==> config.mk <==
export PLATFORM = sky130hd
export DESIGN_NAME = controle_de_busca_flat
export DESIGN_NICKNAME = d
export VERILOG_FILES = /design/src/rtl/controle_de_busca_if.sv /design/src/rtl/controle_de_busca.sv /design/src/flat_wrapper.sv
export SDC_FILE = /design/constraint.sdc
export NUM_CORES = 1
export LEC_CHECK = 0
export CAP_MARGIN = 40
export CORE_MARGIN = 1.5
export CORE_UTILIZATION = 39
export DETAILED_ROUTE_END_ITERATION = 12
export HOLD_SLACK_MARGIN = 0.03
export PLACE_DENSITY = 0.76
export SETUP_SLACK_MARGIN = 0.05
export SKIP_CTS_REPAIR_TIMING = 1
export SYNTH_ARGS = -nofsm -noshare
export SYNTH_HDL_FRONTEND = slang
export SYNTH_SLANG_ARGS = --single-unit
==> constraint.sdc <==
create_clock -name clock -period 2.15 [get_ports clock]
set_input_delay 0.43 -clock clock [delete_from_list [all_inputs] [get_ports clock]]
set_output_delay 0.43 -clock clock [all_outputs]
set_load 0.01 [all_outputs]
==> src/rtl/controle_de_busca_if.sv <==
// Fetch-side bus of controle_de_busca: instruction memory port, instruction
// register hand-off to decode, redirect input from execute and status flags.
// Optional FETCH_PERF_CNT_EN adds the ciclos/instrucoes counter outputs.
//
// Hand-off protocol (ir_valid/ir_ready): ir_out/ir_pc are meaningful only
// while ir_valid=1; a word is consumed on a rising edge where ir_valid=1 and
// ir_ready=1; while ir_valid=1 and ir_ready=0 the producer holds ir_out/ir_pc
// unchanged; ir_ready may be asserted at any time, independent of ir_valid.
interface controle_de_busca_if;
    logic        start;
    logic [31:0] endereco;
    logic [31:0] instrucao;
    logic [31:0] ir_out;
    logic [31:0] ir_pc;
    logic        ir_valid;
    logic        ir_ready;
    logic        redirect_valid;
    logic [31:0] redirect_addr;
    logic        halted;
    logic        addr_fault;
`ifdef FETCH_PERF_CNT_EN
    logic [31:0] ciclos;
    logic [31:0] instrucoes;
`endif

    // Fetch controller side.
    modport master (
        input  start, instrucao, ir_ready, redirect_valid, redirect_addr,
        output endereco, ir_out, ir_pc, ir_valid, halted, addr_fault
`ifdef FETCH_PERF_CNT_EN
        , output ciclos, instrucoes
`endif
    );

    // Environment side: memory, decode and execute.
    modport slave (
        output start, instrucao, ir_ready, redirect_valid, redirect_addr,
        input  endereco, ir_out, ir_pc, ir_valid, halted, addr_fault
`ifdef FETCH_PERF_CNT_EN
        , input ciclos, instrucoes
`endif
    );
endinterface

==> src/rtl/controle_de_busca.sv <==
// controle_de_busca: instruction-fetch sequencer for memoriaDeInstrucoes.
// Owns the PC, presents it as the memory address, registers each returned
// word into the instruction register and hands it to decode via ir_valid /
// ir_ready. Stops on hlt, follows execute redirects, faults on fetches past
// the end of memory. Optional macro FETCH_PERF_CNT_EN adds saturating
// cycle/instruction counters (ciclos, instrucoes) on the interface.
module controle_de_busca #(
    parameter logic [31:0] START_ADDR = 32'd1,
    parameter logic [31:0] MEM_DEPTH  = 32'd21,
    parameter logic [4:0]  HLT_OPCODE = 5'd18
) (
    input  logic                       clock,
    input  logic                       reset,
    controle_de_busca_if.master        bus,
    output logic [1:0]                 estado_o
);

    typedef enum logic [1:0] {
        IDLE   = 2'd0,
        FETCH  = 2'd1,
        DRAIN  = 2'd2,
        HALTED = 2'd3
    } estado_t;

    estado_t     state_q;
    logic [31:0] pc_q;
    logic [31:0] ir_out_q;
    logic [31:0] ir_pc_q;
    logic        ir_valid_q;
    logic        halted_q;
    logic        addr_fault_q;

    logic        capture_en;
    logic        pc_fora;
    logic        is_hlt;

    // The IR slot is free when empty or being drained by decode this cycle.
    assign capture_en = !ir_valid_q || bus.ir_ready;
    assign pc_fora    = (pc_q >= MEM_DEPTH);
    assign is_hlt     = (bus.instrucao[31:27] == HLT_OPCODE);

    // Memory is read combinationally at the current PC.
    assign bus.endereco   = pc_q;
    assign bus.ir_out     = ir_out_q;
    assign bus.ir_pc      = ir_pc_q;
    assign bus.ir_valid   = ir_valid_q;
    assign bus.halted     = halted_q;
    assign bus.addr_fault = addr_fault_q;
    assign estado_o       = state_q;

    // Fetch FSM: redirect beats start beats capture/consume.
    always_ff @(posedge clock) begin
        if (reset) begin
            state_q      <= IDLE;
            pc_q         <= START_ADDR;
            ir_out_q     <= 32'd0;
            ir_pc_q      <= 32'd0;
            ir_valid_q   <= 1'b0;
            halted_q     <= 1'b0;
            addr_fault_q <= 1'b0;
        end else begin
            case (state_q)
                IDLE: begin
                    if (bus.start) begin
                        state_q <= FETCH;
                        pc_q    <= START_ADDR;
                    end
                end
                FETCH: begin
                    if (bus.redirect_valid) begin
                        // Flush whatever sits in the IR, even if consumed now.
                        ir_valid_q <= 1'b0;
                        pc_q       <= bus.redirect_addr;
                    end else if (capture_en) begin
                        if (pc_fora) begin
                            ir_valid_q   <= 1'b0;
                            addr_fault_q <= 1'b1;
                            state_q      <= DRAIN;
                        end else begin
                            ir_out_q   <= bus.instrucao;
                            ir_pc_q    <= pc_q;
                            ir_valid_q <= 1'b1;
                            if (is_hlt) begin
                                // PC stays on the hlt word.
                                state_q <= DRAIN;
                            end else begin
                                pc_q <= pc_q + 32'd1;
                            end
                        end
                    end
                end
                DRAIN: begin
                    if (bus.redirect_valid) begin
                        ir_valid_q <= 1'b0;
                        pc_q       <= bus.redirect_addr;
                        state_q    <= FETCH;
                    end else if (!ir_valid_q || bus.ir_ready) begin
                        ir_valid_q <= 1'b0;
                        halted_q   <= 1'b1;
                        state_q    <= HALTED;
                    end
                end
                HALTED: begin
                    if (bus.start) begin
                        state_q      <= FETCH;
                        pc_q         <= START_ADDR;
                        halted_q     <= 1'b0;
                        addr_fault_q <= 1'b0;
                    end
                end
                default: begin
                    state_q <= IDLE;
                end
            endcase
        end
    end

`ifdef FETCH_PERF_CNT_EN
    logic [31:0] ciclos_q;
    logic [31:0] instrucoes_q;
    logic        start_aceito;
    logic        consumido;
    logic        ativo;

    assign start_aceito = bus.start && ((state_q == IDLE) || (state_q == HALTED));
    assign consumido    = ir_valid_q && bus.ir_ready && !bus.redirect_valid;
    assign ativo        = (state_q == FETCH) || (state_q == DRAIN);

    assign bus.ciclos     = ciclos_q;
    assign bus.instrucoes = instrucoes_q;

    // Saturating activity counters, cleared when a run is (re)started.
    always_ff @(posedge clock) begin
        if (reset || start_aceito) begin
            ciclos_q     <= 32'd0;
            instrucoes_q <= 32'd0;
        end else begin
            if (ativo && (ciclos_q != 32'hFFFF_FFFF)) begin
                ciclos_q <= ciclos_q + 32'd1;
            end
            if (consumido && (instrucoes_q != 32'hFFFF_FFFF)) begin
                instrucoes_q <= instrucoes_q + 32'd1;
            end
        end
    end
`endif

endmodule
==> src/flat_wrapper.sv <==
// flat-port wrapper written by rule: the top's interface ports become plain ports
module controle_de_busca_flat 
#(
    parameter logic [31:0] START_ADDR = 32'd1,
    parameter logic [31:0] MEM_DEPTH  = 32'd21,
    parameter logic [4:0]  HLT_OPCODE = 5'd18
)
  (clock, reset, estado_o, bus_start, bus_instrucao, bus_ir_ready, bus_redirect_valid, bus_redirect_addr, bus_endereco, bus_ir_out, bus_ir_pc, bus_ir_valid, bus_halted, bus_addr_fault);
  controle_de_busca_if bus_i ();
  input  logic clock;
  input  logic reset;
  output logic [1:0] estado_o;
  input wire logic [$bits(bus_i.start)-1:0] bus_start;
  input wire logic [$bits(bus_i.instrucao)-1:0] bus_instrucao;
  input wire logic [$bits(bus_i.ir_ready)-1:0] bus_ir_ready;
  input wire logic [$bits(bus_i.redirect_valid)-1:0] bus_redirect_valid;
  input wire logic [$bits(bus_i.redirect_addr)-1:0] bus_redirect_addr;
  output wire logic [$bits(bus_i.endereco)-1:0] bus_endereco;
  output wire logic [$bits(bus_i.ir_out)-1:0] bus_ir_out;
  output wire logic [$bits(bus_i.ir_pc)-1:0] bus_ir_pc;
  output wire logic [$bits(bus_i.ir_valid)-1:0] bus_ir_valid;
  output wire logic [$bits(bus_i.halted)-1:0] bus_halted;
  output wire logic [$bits(bus_i.addr_fault)-1:0] bus_addr_fault;
  assign bus_i.start = bus_start;
  assign bus_i.instrucao = bus_instrucao;
  assign bus_i.ir_ready = bus_ir_ready;
  assign bus_i.redirect_valid = bus_redirect_valid;
  assign bus_i.redirect_addr = bus_redirect_addr;
  assign bus_endereco = bus_i.endereco;
  assign bus_ir_out = bus_i.ir_out;
  assign bus_ir_pc = bus_i.ir_pc;
  assign bus_ir_valid = bus_i.ir_valid;
  assign bus_halted = bus_i.halted;
  assign bus_addr_fault = bus_i.addr_fault;
  controle_de_busca #(.START_ADDR(START_ADDR), .MEM_DEPTH(MEM_DEPTH), .HLT_OPCODE(HLT_OPCODE)) u_core (.clock(clock), .reset(reset), .bus(bus_i), .estado_o(estado_o));
endmodule
* Word level (Yosys, flattened, before mapping)
Cells that the tools add are included.
** Operators by class
- Divide/modulo/power cells :: 0
- Shift-type cells :: 0
- Bitwise logic cells :: 2
- Equality and inequality tests :: 17
- Magnitude comparators :: 1
- Reduce and logical (&&, ||, !) cells :: 13
- Mux-type cells :: 29
- Multipliers :: 0
- Add/subtract/negate cells :: 1
** Operators by type and width (count)
- 32-bit 2-to-1 mux :: 6
- 32-bit case mux with 3 select lines :: 1
- 32-bit by 1-bit adder with 32-bit output (second input constant) :: 1
- 32-bit by 5-bit >= comparator with 1-bit output (second input constant) :: 1
- 5-bit AND reduction :: 3
- 2-bit 2-to-1 mux :: 7
- 1-bit 2-to-1 mux :: 11
- 2-bit by 1-bit inequality test with 1-bit output (second input constant) :: 4
- 2-bit inequality test (second input constant) :: 4
- 4-bit AND reduction :: 2
- 3-bit by 2-bit inequality test with 1-bit output (second input constant) :: 2
- 3-bit inequality test (second input constant) :: 2
- 1-bit case mux with 2 select lines :: 3
- 2-bit case mux with 3 select lines :: 1
- 2-bit nonzero test :: 3
- 5-bit == test (second input constant) :: 1
- 2-bit == test (second input constant) :: 2
- 3-bit by 1-bit inequality test with 1-bit output (second input constant) :: 1
- 3-bit AND reduction :: 1
- 2-bit by 1-bit == test with 1-bit output (second input constant) :: 1
- 2-bit zero test :: 1
- 1-bit inverter :: 2
- 2-bit OR reduction :: 1
- 1-bit zero test :: 1
- 1-bit logical OR :: 1
** Storage, ports and cells
- Output and inout bits :: 101
- Word-level logic and storage cells :: 70
- Memories kept :: 0
- Register bits after elaboration :: 101
- Memory bits (writable) :: 0
- ROM bits :: 0
- Latch bits :: 0
- Bits of input ports :: 69

* Depth between registers and ports, before layout
- Word-level depth :: 6
- Mapped depth :: 9

* Worst setup path before layout
Ideal clock, no wire load.
- Path type :: flip-flop to flip-flop
- Start point :: reg u_core.pc_q[1], in the netlist u_core.bus.endereco[1]
- End point :: reg u_core.ir_pc_q[0], in the netlist u_core.bus.ir_pc[0]
- Library setup time :: 128 ps
- Stages on the path, launching flop included :: 10
- Buffers on the path :: 2
- Setup slack :: 11 ps
- Arrival time :: 2012 ps
- Cell sequence :: dfxtp_1 inv_1 ha_1 nand2b_1 a21o_1 a2111oi_4 buf_6 buf_8 mux2i_1 nor2_1
** Between the ends
- Word-level cells in the longest chain between the ends :: 3
** RTL lines
- start, declared :: RTL line controle_de_busca.sv:26 : logic [31:0] pc_q;
- start signal, assigned :: RTL line controle_de_busca.sv:73 : pc_q <= bus.redirect_addr;
- start signal, assigned :: RTL line controle_de_busca.sv:87 : pc_q <= pc_q + 32'd1;
- start signal, assigned :: RTL line controle_de_busca.sv:95 : pc_q <= bus.redirect_addr;
- 32-bit by 5-bit >= comparator with 1-bit output :: RTL line controle_de_busca.sv:39 : assign pc_fora = (pc_q >= MEM_DEPTH);
- 1-bit inverter (no source line)
- 4-bit AND reduction (no source line)
- end signal, assigned :: RTL line controle_de_busca.sv:81 : ir_pc_q <= pc_q;
- end, declared :: RTL line controle_de_busca.sv:28 : logic [31:0] ir_pc_q;
Every way passes these cells.
A chain may end at the register's enable or synchronous reset.

* Worst setup path after layout
- Start point :: reg u_core.pc_q[22], in the netlist u_core.bus.endereco[22]
- End point :: reg u_core.pc_q[11], in the netlist u_core.bus.endereco[11]
** Between the ends
- Word-level cells in the longest chain between the ends :: 3
** RTL lines (RTL line)
- 32-bit by 5-bit >= comparator with 1-bit output :: controle_de_busca.sv:39
- 3-bit inequality test (no source line)
- 5-bit AND reduction (no source line)
Every way passes these cells.

==> impl_metrics.ini <==
[synth]
mappedNetlistNets = 518
syn-instance-count = 443
yosys.cell_count.top_type = sky130_fd_sc_hd__dfxtp_1
synth_commonest_cells = 101 x sky130_fd_sc_hd__dfxtp_1, 61 x sky130_fd_sc_hd__nor2_1, 56 x sky130_fd_sc_hd__mux2i_1
cell_taking_the_most_area_after_synthesis = sky130_fd_sc_hd__dfxtp_1
ys_warn_count = 0
syn_area_um2 = 4335
synth_top_cell_area_share_pct = 46.64
ys_flop_type = sky130_fd_sc_hd__dfxtp_1
synth-seq-area-share_pct = 46.64
ys_types = 50
number_of_enable_flip_flop_cells_after_synthesis = 0
post_synth.cell_area_avg_um2 = 9.786
synth-seq-cells = 101
synth_area_leaders = sky130_fd_sc_hd__dfxtp_1 47%, sky130_fd_sc_hd__mux2i_1 13%, sky130_fd_sc_hd__nor2_1 5.3%
async_flop_share_pct = 0

[die]
num_io_pins = 170
floorplan.initialDensity_pct = 39.99
fp.dieArea_um2 = 11760
chipWidth_um = 108.4
row_count = 38
floorplan.die.height_um = 108.4
floorplan.core_area_um2 = 10840

[worst_setup_path]
crit_slowest_cell = sky130_fd_sc_hd__dfxtp_2
crit_path_frequent_cell = sky130_fd_sc_hd__buf_4
cp_num_cells = 8
r2r_cells = 8
timing.rr.start = u_core.bus.endereco[22]$_SDFFE_PP0P_
critical_path.startpoint_type = flip-flop
critical_path.reg2reg.endpoint = u_core.bus.endereco[11]$_SDFFE_PP0P_
timing.critical_path.arrival_ps = 2300
crit_buf_inv = 3
timing.critical_path.cells = nor4_4 -> nand3_2 -> buf_4 -> a211oi_4 -> a21oi_4 -> buf_12 -> buf_4 -> o31ai_1
timing.critical_path.fanout_max = 10
ff2ff_setup_slack_ps = 110
critical-path-max-stage-delay_ps = 350
worst_ep_required_time_ps = 2400
worst_setup_path_end_kind = flip-flop
critical_path.top_delay_family = compound AO/OA/AOI/OAI gates
crit_type = flip-flop to flip-flop

[timing]
final_hold_vios = 0
final.period_utilization_pct = 95.08
report.final.slew_viol_count = 0
setup-violations-final = 0
fin_crit_ps = 2044
grt_setup_unrepaired = yes
fin_hold_ws_ps = 468.5
maxSlewHeadroom_pct = 69.62
tightest_slew_ps = 455.7
achievable-frequency_mhz = 489.2
skew_ps = 12.57
worst_slack_ps = 105.8

[grt]
gr-usage-met1_pct = 25.41
grt_antenna_before_repair = 0
global_route.overflow_total = 0
grt_pass1_vias = 3776
grt_max_degree = 28
groute.layer.met2.usage_pct = 31.85
grt_pass1_wl_um = 18430
grt.busiest_layer = met2
gr-usage-all-layers_pct = 19.83
groute.layer.met3.usage_pct = 6.209

[cells_and_area]
regArea_um2 = 2028
layout.cell_area.non_filler_um2 = 6913
fraction_of_layout_instances_using_a_drive_strength_above_1_pct = 16.62
multiInputGateArea_um2 = 2225
fill_cells = 891
num-nets-final = 726
layout.cells.non_filler = 796
syn2layout_area_growth_pct = 59.45
insertedDiodeCount = 0

[worst_hold_path]
hold_end = u_core.bus.ir_pc[12]$_SDFFE_PP0P_
timing.hold.worst.start = u_core.bus.ir_pc[12]$_SDFFE_PP0P_
hold_depth = 1
min-delay-path-class = flip-flop to flip-flop

[clock_network]
clock_sink_count = 101
clkSlewWorstSetupHoldPaths_ps = 100
cts_max_level = 3
clk_path_buf_depth = 2
clock-root-buffer = sky130_fd_sc_hd__clkbuf_8
clk-insertion-delay-late_ps = 360
tritoncts = done
cts_inserted_buffers = 9

[power]
combPwrFrac_pct = 48.7
switchingPower_mw = 2.500
p_int_mw = 4.672
switching_share_pct = 34.86
pwr_dens_nw_per_um2 = 1037
pwr-share-clk_pct = 18.7
final_power_mw = 7.172
seqPwrFrac_pct = 32.6
p_leak_nw = 2.564
max-vdd-ir-drop_mv = 0.5454

[flow_run]
max_cap_violations = 0

[routing]
post_drt_wl_per_cell_um = 15.59
drt_via_density = 4.969
drt_first_pass_iters = 5
postRouteAntennaNets = 0
initialDrtViolationCount = 200
drc = 0
wl_um = 12410
detailroute.via_count = 3955

[placed_design]
place_congestion = 0.8674
detailedPlace.worstSlack_ps = -246.7
port-buffer-count = 169
detailed_place_hpwl_um = 8773
placed_cell_area_um2 = 6441
dp.cells = 772

[run_status]
outcome = finished, final reports clean
-- power groups by stage --
stage,registers [mW],logic [mW],clock network [mW]
after floorplan,2.46,1.65,0
after global placement,2.33,3.11,0
after detailed placement,2.35,3.16,0
after CTS,2.31,3.18,1.36
after global routing,2.37,3.74,1.45
final,2.34,3.49,1.34
-- layer usage --
| metal | wire, um | share of wire (%) |
|---|---|---|
| met3 | 1028 | 8.3 |
| met5 | 0 | 0 |
| met1 | 5352 | 43 |
| met4 | 131 | 1.1 |
| met2 | 5900 | 48 |
-- per-stage QoR --
step | TNS [ps] | utilization (%)
after floorplan | 0 | -
after global placement | -9235 | 59.42
after detailed placement | -8522 | 59.42
after CTS | -158.5 | 61.46
after global routing | -7.215 | 63.77
final | 0 | 63.77
-- worst max-delay path by stage --
stage	from	to	slack [ps]
4_1_cts	u_core.bus.endereco[18]$_SDFFE_PP0P_	u_core.bus.endereco[5]$_SDFFE_PP0P_	-30
2_1_floorplan	u_core.bus.endereco[1]$_SDFFE_PP0P_	u_core.bus.ir_pc[0]$_SDFFE_PP0P_	90
6_report	u_core.bus.endereco[22]$_SDFFE_PP0P_	u_core.bus.endereco[11]$_SDFFE_PP0P_	110
3_3_place_gp	bus_instrucao[27]	u_core.bus.endereco[1]$_SDFFE_PP0P_	-230
5_1_grt	u_core.bus.endereco[29]$_SDFFE_PP0P_	u_core.bus.endereco[11]$_SDFFE_PP0P_	-7
3_5_place_dp	bus_instrucao[27]	u_core.bus.endereco[25]$_SDFFE_PP0P_	-250
-- cells by family (layout without fill, tap and decap cells) --
| kind of cell | count (synthesis) | count (layout) | share of synthesized area [%] |
|---|---|---|---|
| AND/OR/NAND/NOR | 182 | 182 | 22.37 |
| flip-flops | 101 | 101 | 46.64 |
| multiplexers | 61 | 61 | 14.57 |
| AO/OA/AOI/OAI | 49 | 49 | 9.120 |
| buffers and inverters | 41 | 254 | 4.964 |
| adder cells (fa/ha/maj) | 6 | 6 | 1.732 |
| XOR/XNOR | 3 | 3 | 0.6062 |
-- state kept, by name, indices dropped and copies added (netlist names) --
| name | flops |
|---|---|
| u_core.bus.ir_valid | 1 |
| u_core.bus.addr_fault | 1 |
| u_core.bus.ir_out | 32 |
| u_core.bus.ir_pc | 32 |
| u_core.estado_o | 2 |
| u_core.bus.endereco | 32 |
| u_core.bus.halted | 1 |
-- worst reg2reg max path: stages, from the launching register on --
cell	delay (ps)
sky130_fd_sc_hd__dfxtp_2	350
sky130_fd_sc_hd__nor4_4	310
sky130_fd_sc_hd__nand3_2	160
sky130_fd_sc_hd__buf_4	180
sky130_fd_sc_hd__a211oi_4	260
sky130_fd_sc_hd__a21oi_4	100
sky130_fd_sc_hd__buf_12	160
sky130_fd_sc_hd__buf_4	150
sky130_fd_sc_hd__o31ai_1	270
-- cell usage in the layout (no fill, tap or decap), drive strengths merged, types with 3 or more instances in the layout --
cell type,n
inv,14
and2,28
nor4,8
o21ai,3
o31ai,8
mux2i,56
nor2b,5
nand2,18
nand4,3
nand2b,22
a211oi,6
buf,55
clkdlybuf4s50,168
ha,6
dfxtp,101
clkbuf,13
nor2,61
nor3,5
a21oi,7
a22oi,7
nand3,9
mux2,5
nand3b,17
a32oi,4
-- cell type report --
class | instances | share of cell area (%)
clock buffers | 10 | 1.846
inverters | 12 | 0.6516
clock inverters | 6 | 1.357
well taps | 140 | 2.534
flip-flops and latches | 101 | 29.34
multi-input cells | 301 | 32.18
repair buffers | 226 | 32.09
Power figures use the tool's default switching activity.
